$ cat config.mk
export PLATFORM = sky130hd
export DESIGN_NAME = issue_scoreboard
export DESIGN_NICKNAME = d
export VERILOG_FILES = /design/src/rtl/issue_scoreboard_pkg.sv /design/src/rtl/issue_scoreboard_bits.sv /design/src/rtl/issue_scoreboard.sv
export SDC_FILE = /design/constraint.sdc
export NUM_CORES = 1
export LEC_CHECK = 0
export CELL_PAD_IN_SITES_DETAIL_PLACEMENT = 0
export CELL_PAD_IN_SITES_GLOBAL_PLACEMENT = 1
export CORE_ASPECT_RATIO = 0.6
export CORE_MARGIN = 2
export CORE_UTILIZATION = 30
export CTS_CLUSTER_DIAMETER = 120
export DETAILED_ROUTE_END_ITERATION = 8
export PLACE_DENSITY = 0.71
export SKIP_LAST_GASP = 1
export SLEW_MARGIN = 20
export SYNTH_ARGS = -nofsm -noshare
export SYNTH_HDL_FRONTEND = slang
export SYNTH_SLANG_ARGS = --single-unit
export TNS_END_PERCENT = 5
$ cat constraint.sdc
create_clock -name clk -period 4.9 [get_ports clk]
set_input_delay 0.49 -clock clk [delete_from_list [all_inputs] [get_ports clk]]
set_output_delay 0.49 -clock clk [all_outputs]
set_load 0.02 [all_outputs]
$ cat src/rtl/issue_scoreboard_pkg.sv
// Shared definitions for the issue scoreboard slice.
//   LEN_REGNO / LEN_IMM_EX : register-number and extended-immediate widths
//   LEN_STALLCNT           : width of the saturating stall counter
//   NUM_REG                : number of general registers tracked
//   isb_state_e            : drain/flush sequencer states
package issue_scoreboard_pkg;

    localparam int unsigned LEN_REGNO    = 4;
    localparam int unsigned LEN_IMM_EX   = 32;
    localparam int unsigned LEN_STALLCNT = 16;
    localparam int unsigned NUM_REG      = 2 ** LEN_REGNO;

    typedef enum logic [1:0] {
        ISB_RUN   = 2'd0,
        ISB_DRAIN = 2'd1,
        ISB_DONE  = 2'd2
    } isb_state_e;

endpackage

$ cat src/rtl/issue_scoreboard_bits.sv
// Pending-write flags, one per general register.
//   clk, rst        : clock, asynchronous active-low reset
//   set_i, set_r_i  : reserve register set_r_i at the next edge
//   clr_i, clr_r_i  : writeback of register clr_r_i (bypassed into lookups)
//   rd_i, rs_i      : registers to look up
//   rd_pend_o       : effective pending flag of rd_i
//   rs_pend_o       : effective pending flag of rs_i
//   pending_o       : registered pending vector
//   pending_next_o  : value the pending vector takes at the next edge
module issue_scoreboard_bits #(
    parameter int unsigned LEN_REGNO = 4
) (
    input  logic                     clk,
    input  logic                     rst,
    input  logic                     set_i,
    input  logic [LEN_REGNO-1:0]     set_r_i,
    input  logic                     clr_i,
    input  logic [LEN_REGNO-1:0]     clr_r_i,
    input  logic [LEN_REGNO-1:0]     rd_i,
    input  logic [LEN_REGNO-1:0]     rs_i,
    output logic                     rd_pend_o,
    output logic                     rs_pend_o,
    output logic [2**LEN_REGNO-1:0]  pending_o,
    output logic [2**LEN_REGNO-1:0]  pending_next_o
);

    localparam int unsigned NUM_REG = 2 ** LEN_REGNO;

    logic [NUM_REG-1:0] pending_q, pending_d;
    logic [NUM_REG-1:0] set_mask, clr_mask, pend_eff;

    always_comb begin
        set_mask = '0;
        clr_mask = '0;
        if (set_i) set_mask[set_r_i] = 1'b1;
        if (clr_i) clr_mask[clr_r_i] = 1'b1;
        // Writeback clears before the set is OR-ed in, so a same-cycle
        // reservation of the written-back register survives.
        pend_eff  = pending_q & ~clr_mask;
        pending_d = pend_eff | set_mask;
    end

    always_ff @(posedge clk or negedge rst) begin
        if (!rst) pending_q <= '0;
        else      pending_q <= pending_d;
    end

    always_comb begin
        rd_pend_o      = pend_eff[rd_i];
        rs_pend_o      = pend_eff[rs_i];
        pending_o      = pending_q;
        pending_next_o = pending_d;
    end

endmodule

$ cat src/rtl/issue_scoreboard.sv
// Issue scoreboard between the instruction decoder and the execute stage.
//   clk, rst                      : clock, asynchronous active-low reset
//   dec_valid_i / dec_ready_o     : decoder handshake
//   rd_i, rs_i, immf_i, imm_i     : decoded operands
//   rd_rd_i, rd_wr_i              : rd read as source / rd written
//   iss_valid_o / iss_ready_i     : issue register handshake to execute
//   iss_rd_o .. iss_imm_o         : issue register payload
//   w_reserved_o, res_r_o         : reservation strobe to register_general
//   wb_i, wb_r_i                  : writeback strobe and register
//   pending_o                     : pending-write vector
//   flush_i, flush_done_o         : drain request, one-cycle done pulse
//   stall_cnt_o                   : saturating count of stalled decoder cycles
module issue_scoreboard
    import issue_scoreboard_pkg::*;
#(
    parameter int unsigned LEN_REGNO    = issue_scoreboard_pkg::LEN_REGNO,
    parameter int unsigned LEN_IMM_EX   = issue_scoreboard_pkg::LEN_IMM_EX,
    parameter int unsigned LEN_STALLCNT = issue_scoreboard_pkg::LEN_STALLCNT
) (
    input  logic                     clk,
    input  logic                     rst,
    input  logic                     dec_valid_i,
    output logic                     dec_ready_o,
    input  logic [LEN_REGNO-1:0]     rd_i,
    input  logic [LEN_REGNO-1:0]     rs_i,
    input  logic                     immf_i,
    input  logic [LEN_IMM_EX-1:0]    imm_i,
    input  logic                     rd_rd_i,
    input  logic                     rd_wr_i,
    output logic                     iss_valid_o,
    input  logic                     iss_ready_i,
    output logic [LEN_REGNO-1:0]     iss_rd_o,
    output logic [LEN_REGNO-1:0]     iss_rs_o,
    output logic                     iss_immf_o,
    output logic [LEN_IMM_EX-1:0]    iss_imm_o,
    output logic                     w_reserved_o,
    output logic [LEN_REGNO-1:0]     res_r_o,
    input  logic                     wb_i,
    input  logic [LEN_REGNO-1:0]     wb_r_i,
    output logic [2**LEN_REGNO-1:0]  pending_o,
    input  logic                     flush_i,
    output logic                     flush_done_o,
    output logic [LEN_STALLCNT-1:0]  stall_cnt_o
);

    localparam logic [LEN_STALLCNT-1:0] STALL_ONE = {{(LEN_STALLCNT-1){1'b0}}, 1'b1};

    logic                      rd_pend, rs_pend, hazard, free, run, accept, set_en;
    logic [2**LEN_REGNO-1:0]   pending_next;

    isb_state_e                state_q, state_d;
    logic                      flush_done_q, flush_done_d;

    logic                      iss_valid_q, iss_valid_d;
    logic [LEN_REGNO-1:0]      iss_rd_q, iss_rd_d, iss_rs_q, iss_rs_d;
    logic                      iss_immf_q, iss_immf_d;
    logic [LEN_IMM_EX-1:0]     iss_imm_q, iss_imm_d;
    logic [LEN_STALLCNT-1:0]   stall_cnt_q, stall_cnt_d;

    issue_scoreboard_bits #(
        .LEN_REGNO (LEN_REGNO)
    ) u_bits (
        .clk            (clk),
        .rst            (rst),
        .set_i          (set_en),
        .set_r_i        (rd_i),
        .clr_i          (wb_i),
        .clr_r_i        (wb_r_i),
        .rd_i           (rd_i),
        .rs_i           (rs_i),
        .rd_pend_o      (rd_pend),
        .rs_pend_o      (rs_pend),
        .pending_o      (pending_o),
        .pending_next_o (pending_next)
    );

    // Hazard check and decoder handshake
    always_comb begin
        hazard       = (rd_pend & (rd_rd_i | rd_wr_i)) | (rs_pend & ~immf_i);
        free         = ~iss_valid_q | iss_ready_i;
        dec_ready_o  = run & free & ~hazard;
        accept       = dec_valid_i & dec_ready_o;
        set_en       = accept & rd_wr_i;
        w_reserved_o = set_en;
        res_r_o      = rd_i;
    end

    // Issue register and stall counter
    always_comb begin
        iss_valid_d = iss_valid_q;
        iss_rd_d    = iss_rd_q;
        iss_rs_d    = iss_rs_q;
        iss_immf_d  = iss_immf_q;
        iss_imm_d   = iss_imm_q;
        stall_cnt_d = stall_cnt_q;
        if (accept) begin
            iss_valid_d = 1'b1;
            iss_rd_d    = rd_i;
            iss_rs_d    = rs_i;
            iss_immf_d  = immf_i;
            iss_imm_d   = imm_i;
        end else if (iss_ready_i) begin
            iss_valid_d = 1'b0;
        end
        if (dec_valid_i && !dec_ready_o && stall_cnt_q != '1)
            stall_cnt_d = stall_cnt_q + STALL_ONE;
    end

    always_ff @(posedge clk or negedge rst) begin
        if (!rst) begin
            iss_valid_q <= 1'b0;
            iss_rd_q    <= '0;
            iss_rs_q    <= '0;
            iss_immf_q  <= 1'b0;
            iss_imm_q   <= '0;
            stall_cnt_q <= '0;
        end else begin
            iss_valid_q <= iss_valid_d;
            iss_rd_q    <= iss_rd_d;
            iss_rs_q    <= iss_rs_d;
            iss_immf_q  <= iss_immf_d;
            iss_imm_q   <= iss_imm_d;
            stall_cnt_q <= stall_cnt_d;
        end
    end

    always_comb begin
        iss_valid_o = iss_valid_q;
        iss_rd_o    = iss_rd_q;
        iss_rs_o    = iss_rs_q;
        iss_immf_o  = iss_immf_q;
        iss_imm_o   = iss_imm_q;
        stall_cnt_o = stall_cnt_q;
    end

    // Drain sequencer: state register
    always_ff @(posedge clk or negedge rst) begin
        if (!rst) begin
            state_q      <= ISB_RUN;
            flush_done_q <= 1'b0;
        end else begin
            state_q      <= state_d;
            flush_done_q <= flush_done_d;
        end
    end

    // Drain sequencer: next state. The drained test looks at next-edge
    // values so a final writeback/retire moves to DONE on that same edge.
    always_comb begin
        state_d = state_q;
        unique case (state_q)
            ISB_RUN:   if (flush_i) state_d = ISB_DRAIN;
            ISB_DRAIN: if (pending_next == '0 && !iss_valid_d) state_d = ISB_DONE;
            ISB_DONE:  state_d = ISB_RUN;
            default:   state_d = ISB_RUN;
        endcase
        flush_done_d = (state_d == ISB_DONE);
    end

    // Drain sequencer: outputs
    always_comb begin
        run          = (state_q == ISB_RUN);
        flush_done_o = flush_done_q;
    end

endmodule

==> summary by stage, run 1 <==
Yosys
Dividing the synthesized area by the synthesized cell count gives 12.0 um^2. The proportion of synthesized chip area in sequential cells is 50.6%. The fraction of post-synthesis cell area in the top cell type by area is 50.6%. By count the netlist is led by dfrtp_1, mux2_4, nor2_1, o21ai_0, nand2_1. The number of enable flip-flop cells after synthesis is 0.

The library cell with the largest summed area after synthesis is dfrtp_1. By area the synthesized netlist is led by dfrtp_1, mux2_4, xor2_1. The mapped cell area is 3810 um^2.

The most used flip-flop cell after synthesis is dfrtp_1. The post-synthesis instance total is 318. The post-synthesis async set-or-reset flop share is 100%. The number of warnings reported in the yosys synthesis log is 0. The leading cell type by number of instances after synthesis is dfrtp_1. The flip-flop and latch count after synthesis is 77.

The number of distinct library cells after synthesis is 49. Synthesis produced a netlist with a net count of 372.

Worst setup path
The required time reported for the critical path endpoint is 4.41 ns. The worst setup path is of the in -> out kind. The most numerous cell type found on the critical path is clkdlybuf4s50_1. The critical path endpoint category is a primary output. The signal on the critical path passes through clkdlybuf4s50_1 -> or3b_1 -> or4b_1 -> a41o_1 -> and4_4 -> or3_4 -> nor2_4 -> nand2_4 -> nor2_1 -> clkdlybuf4s50_1. For this design, the slowest cell found on the critical path is clkdlybuf4s50_1.

The longest individual stage delay on the worst path is 0.63 ns. For the worst setup path, the data arrival time is 3.78 ns. In this run the worst path has a maximum fanout of 7. The kind of launch point of the worst setup path is an input port.

STA
The relative slew slack is 49.3%. The post-route worst setup slack is 0.631 ns. At the pin with the least slew margin, the transition time is 0.760 ns. The sum of negative setup slack is 0 ns. The final-report max-slew violation count came to 0. The final number of setup-violating endpoints is 0.

Derived from the worst setup path, the maximum achievable clock frequency is 0.234 GHz. Setup repair after global routing left no endpoint under its margin. Across all hold checks on the routed design, the worst slack comes to 0.169 ns. The final critical path takes up 87.1% of the cycle. The post-route minimum period is 4.27 ns. The final hold violation count is 0. Across the routed clock network, the largest skew measured is 0.0106 ns.

Pwr
The worst-case vdd ir drop is 211 uV. The power after layout is 3.18 mW. In this run the power density over the cells is 570 nW/um^2. The analysis attributes to cell leakage a power of 2.44 nW.

Min path
The path class of the lowest-slack min-delay path is in -> async.

Placement
Routability-driven placement finished with a final weighted congestion of 0.869. The pre-CTS setup slack is 0.664 ns. Buffers placed on the I/O ports in this run total 133. The cell area after placement is 5280 um^2. The placed wire-length estimate is 8290 um.

Die
The area inside the core boundary is 12200 um^2. The I/O pin count is 134. In this run the core area contains 31 standard-cell rows.

The die covers 13600 um^2. The starting density of the core is 31.2%. In this run the horizontal extent of the chip is 149 um.

The height of the die is 91.3 um.

Clock tree
In this run, post-CTS hold repair placed 0 buffers. At the later pin of the worst-skew pair, clock insertion delay measures 0.33 ns. The number of buffers created by CTS is 9. The buffer count from post-CTS setup fixing is 0. In this run, post-CTS repair resized a total of 0 instances. The number of clock sinks seen by CTS is 77. The number of buffers on the longest clock path is 2. The number of levels the H-tree was split into is 3. The TritonCTS clock tree is yes.

Clock-pin slew was measured on the worst setup and hold paths at 0.06 ns. The buffer cell driving the clock tree root is clkbuf_16.

Final layout
The antenna diode count is 0. The net count of the finished layout is 503. The filler cell count is 1151.

The area overhead of the layout relative to synthesis is 46.3%. The share of layout cells above drive strength 1 is 16.3%. The post-route cell area is 5570 um^2.

Run status
The flow ran to the end, and the final reports show no timing, DRC or antenna violations.

Global route
The number of global-route vias before repair is 3109. Global routing consumed, over all layers together, 16.7% of the routing resources. The total global routing overflow is 0. The maximum number of pins on one net before global-route repair is 78. The number of antenna violations at the first check in global routing came to 0. The first global-routing pass estimated 17400 um of wire.

Drt
The ratio of routed vias to standard cells is 5.16. Dividing the detail-routed wire length by the instance count gives 18.3 um. The detailed-route via count is 3191. For this block, the initial DRC count from the detailed router was 144. The DRC violations left is 0. The first TritonRoute pass finished after 4 iterations. The count of antenna-violating nets left after detailed routing is 0. The total routed wirelength is 11300 um.

Run
The tool flagged a number of max-cap violations equal to 0.
## placed cells by master, fill, tap and decap left out, types with 2 or more instances in the layout
master           Yosys  final
nand2_1             18     18
clkbuf_16            0      9
inv_1                7      7
a221oi_1             2      2
nand4_1              5      5
nor2_1              21     21
a31oi_1              3      3
clkbuf_8             0      2
o21ai_0             21     21
nand3b_1             3      3
or4_1                2      2
nand2b_1             6      6
nor3_1               7      7
mux2_4              37     37
clkdlybuf4s50_1      0    132
and3_1               3      3
dfrtp_1             77     77
o2111ai_1            9      9
o31ai_1             12     12
buf_4                5      5
clkinvlp_4           0      4
or3_1                3      3
or2_2                2      2
nand3_1              8      8
o211ai_1             9      9
and4_1               2      2
mux2_2               5      5
xor2_1              15     15
mux2i_1              2      2
## layout make-up
cell class	count	area, um^2	area share, %
multi-input cells	215	1730	31.1
clock buffers	11	253	4.54
flip-flops and latches	77	1930	34.6
clock inverters	5	35.0	0.629
inverters	7	26.3	0.472
well taps	165	206	3.71
repair buffers	139	1390	24.9
## per-stage QoR
step           instances  utilization, %
2_1_floorplan        318               -
3_3_place_gp         603            43.2
3_5_place_dp         603            43.2
4_1_cts              619            45.6
5_1_grt              619            45.6
6_report             619            45.6
## layer usage
layer,track usage (%),wire [um]
met1,24.7,5430
met2,22.6,4500
met4,3.41,75
met3,6.78,1320
met5,0,0
## sequential cells by signal, summed over array words and instances, names as in the netlist
name,count
iss_valid_o,1
iss_rd_o,4
stall_cnt_o,16
state_q,2
iss_immf_o,1
flush_done_o,1
u_bits.pending_o,16
iss_rs_o,4
iss_imm_o,32
## critical path: cells and delay by family
kind	cells	cell delay (ns)
buffers and inverters	2	1.17
AND/OR/NAND/NOR	7	1.92
AO/OA/AOI/OAI	1	0.19
## worst paths after layout
check / startpoint / end / slack, ns / cells after the start
setup reg to reg: u_bits.pending_o[8] / stall_cnt_o[1] / 2.24 / 6
max in group asynchronous: rst / iss_imm_o[23] / 4.21 / 1
min in group clk: state_q[1] / state_q[1] / 0.48 / 1
setup / recovery: wb_i / w_reserved_o / 0.63 / 10
hold reg to reg: state_q[1] / state_q[1] / 0.48 / 1
hold / removal: rst / stall_cnt_o[11] / 0.17 / 1
## power by group
| part | internal [mW] | switching (mW) | leakage (nW) |
|---|---|---|---|
| clock network | 0.370 | 0.266 | 0.130 |
| logic | 0.800 | 0.693 | 1.34 |
| registers | 0.880 | 0.168 | 0.967 |
| total | 2.05 | 1.13 | 2.44 |
## cell families after synthesis
| family | share of synthesized area (%) |
|---|---|
| and+or+nand+nor | 13.0 |
| adders and majority gates | 0.328 |
| muxes | 16.6 |
| xor gates and xnor gates | 3.68 |
| buffers and inverters | 3.88 |
| AOI/OAI and AO/OA | 12.0 |
| DFF | 50.6 |
(Power assumes the default switching activity.)
==> run 2, diff against run 1 <==
CAP_MARGIN = 20   (was default)
CTS_CLUSTER_DIAMETER = default   (was 120)
==> results of run 2 <==
No change in the layout: final DEF, timing and power equal those of run 1.
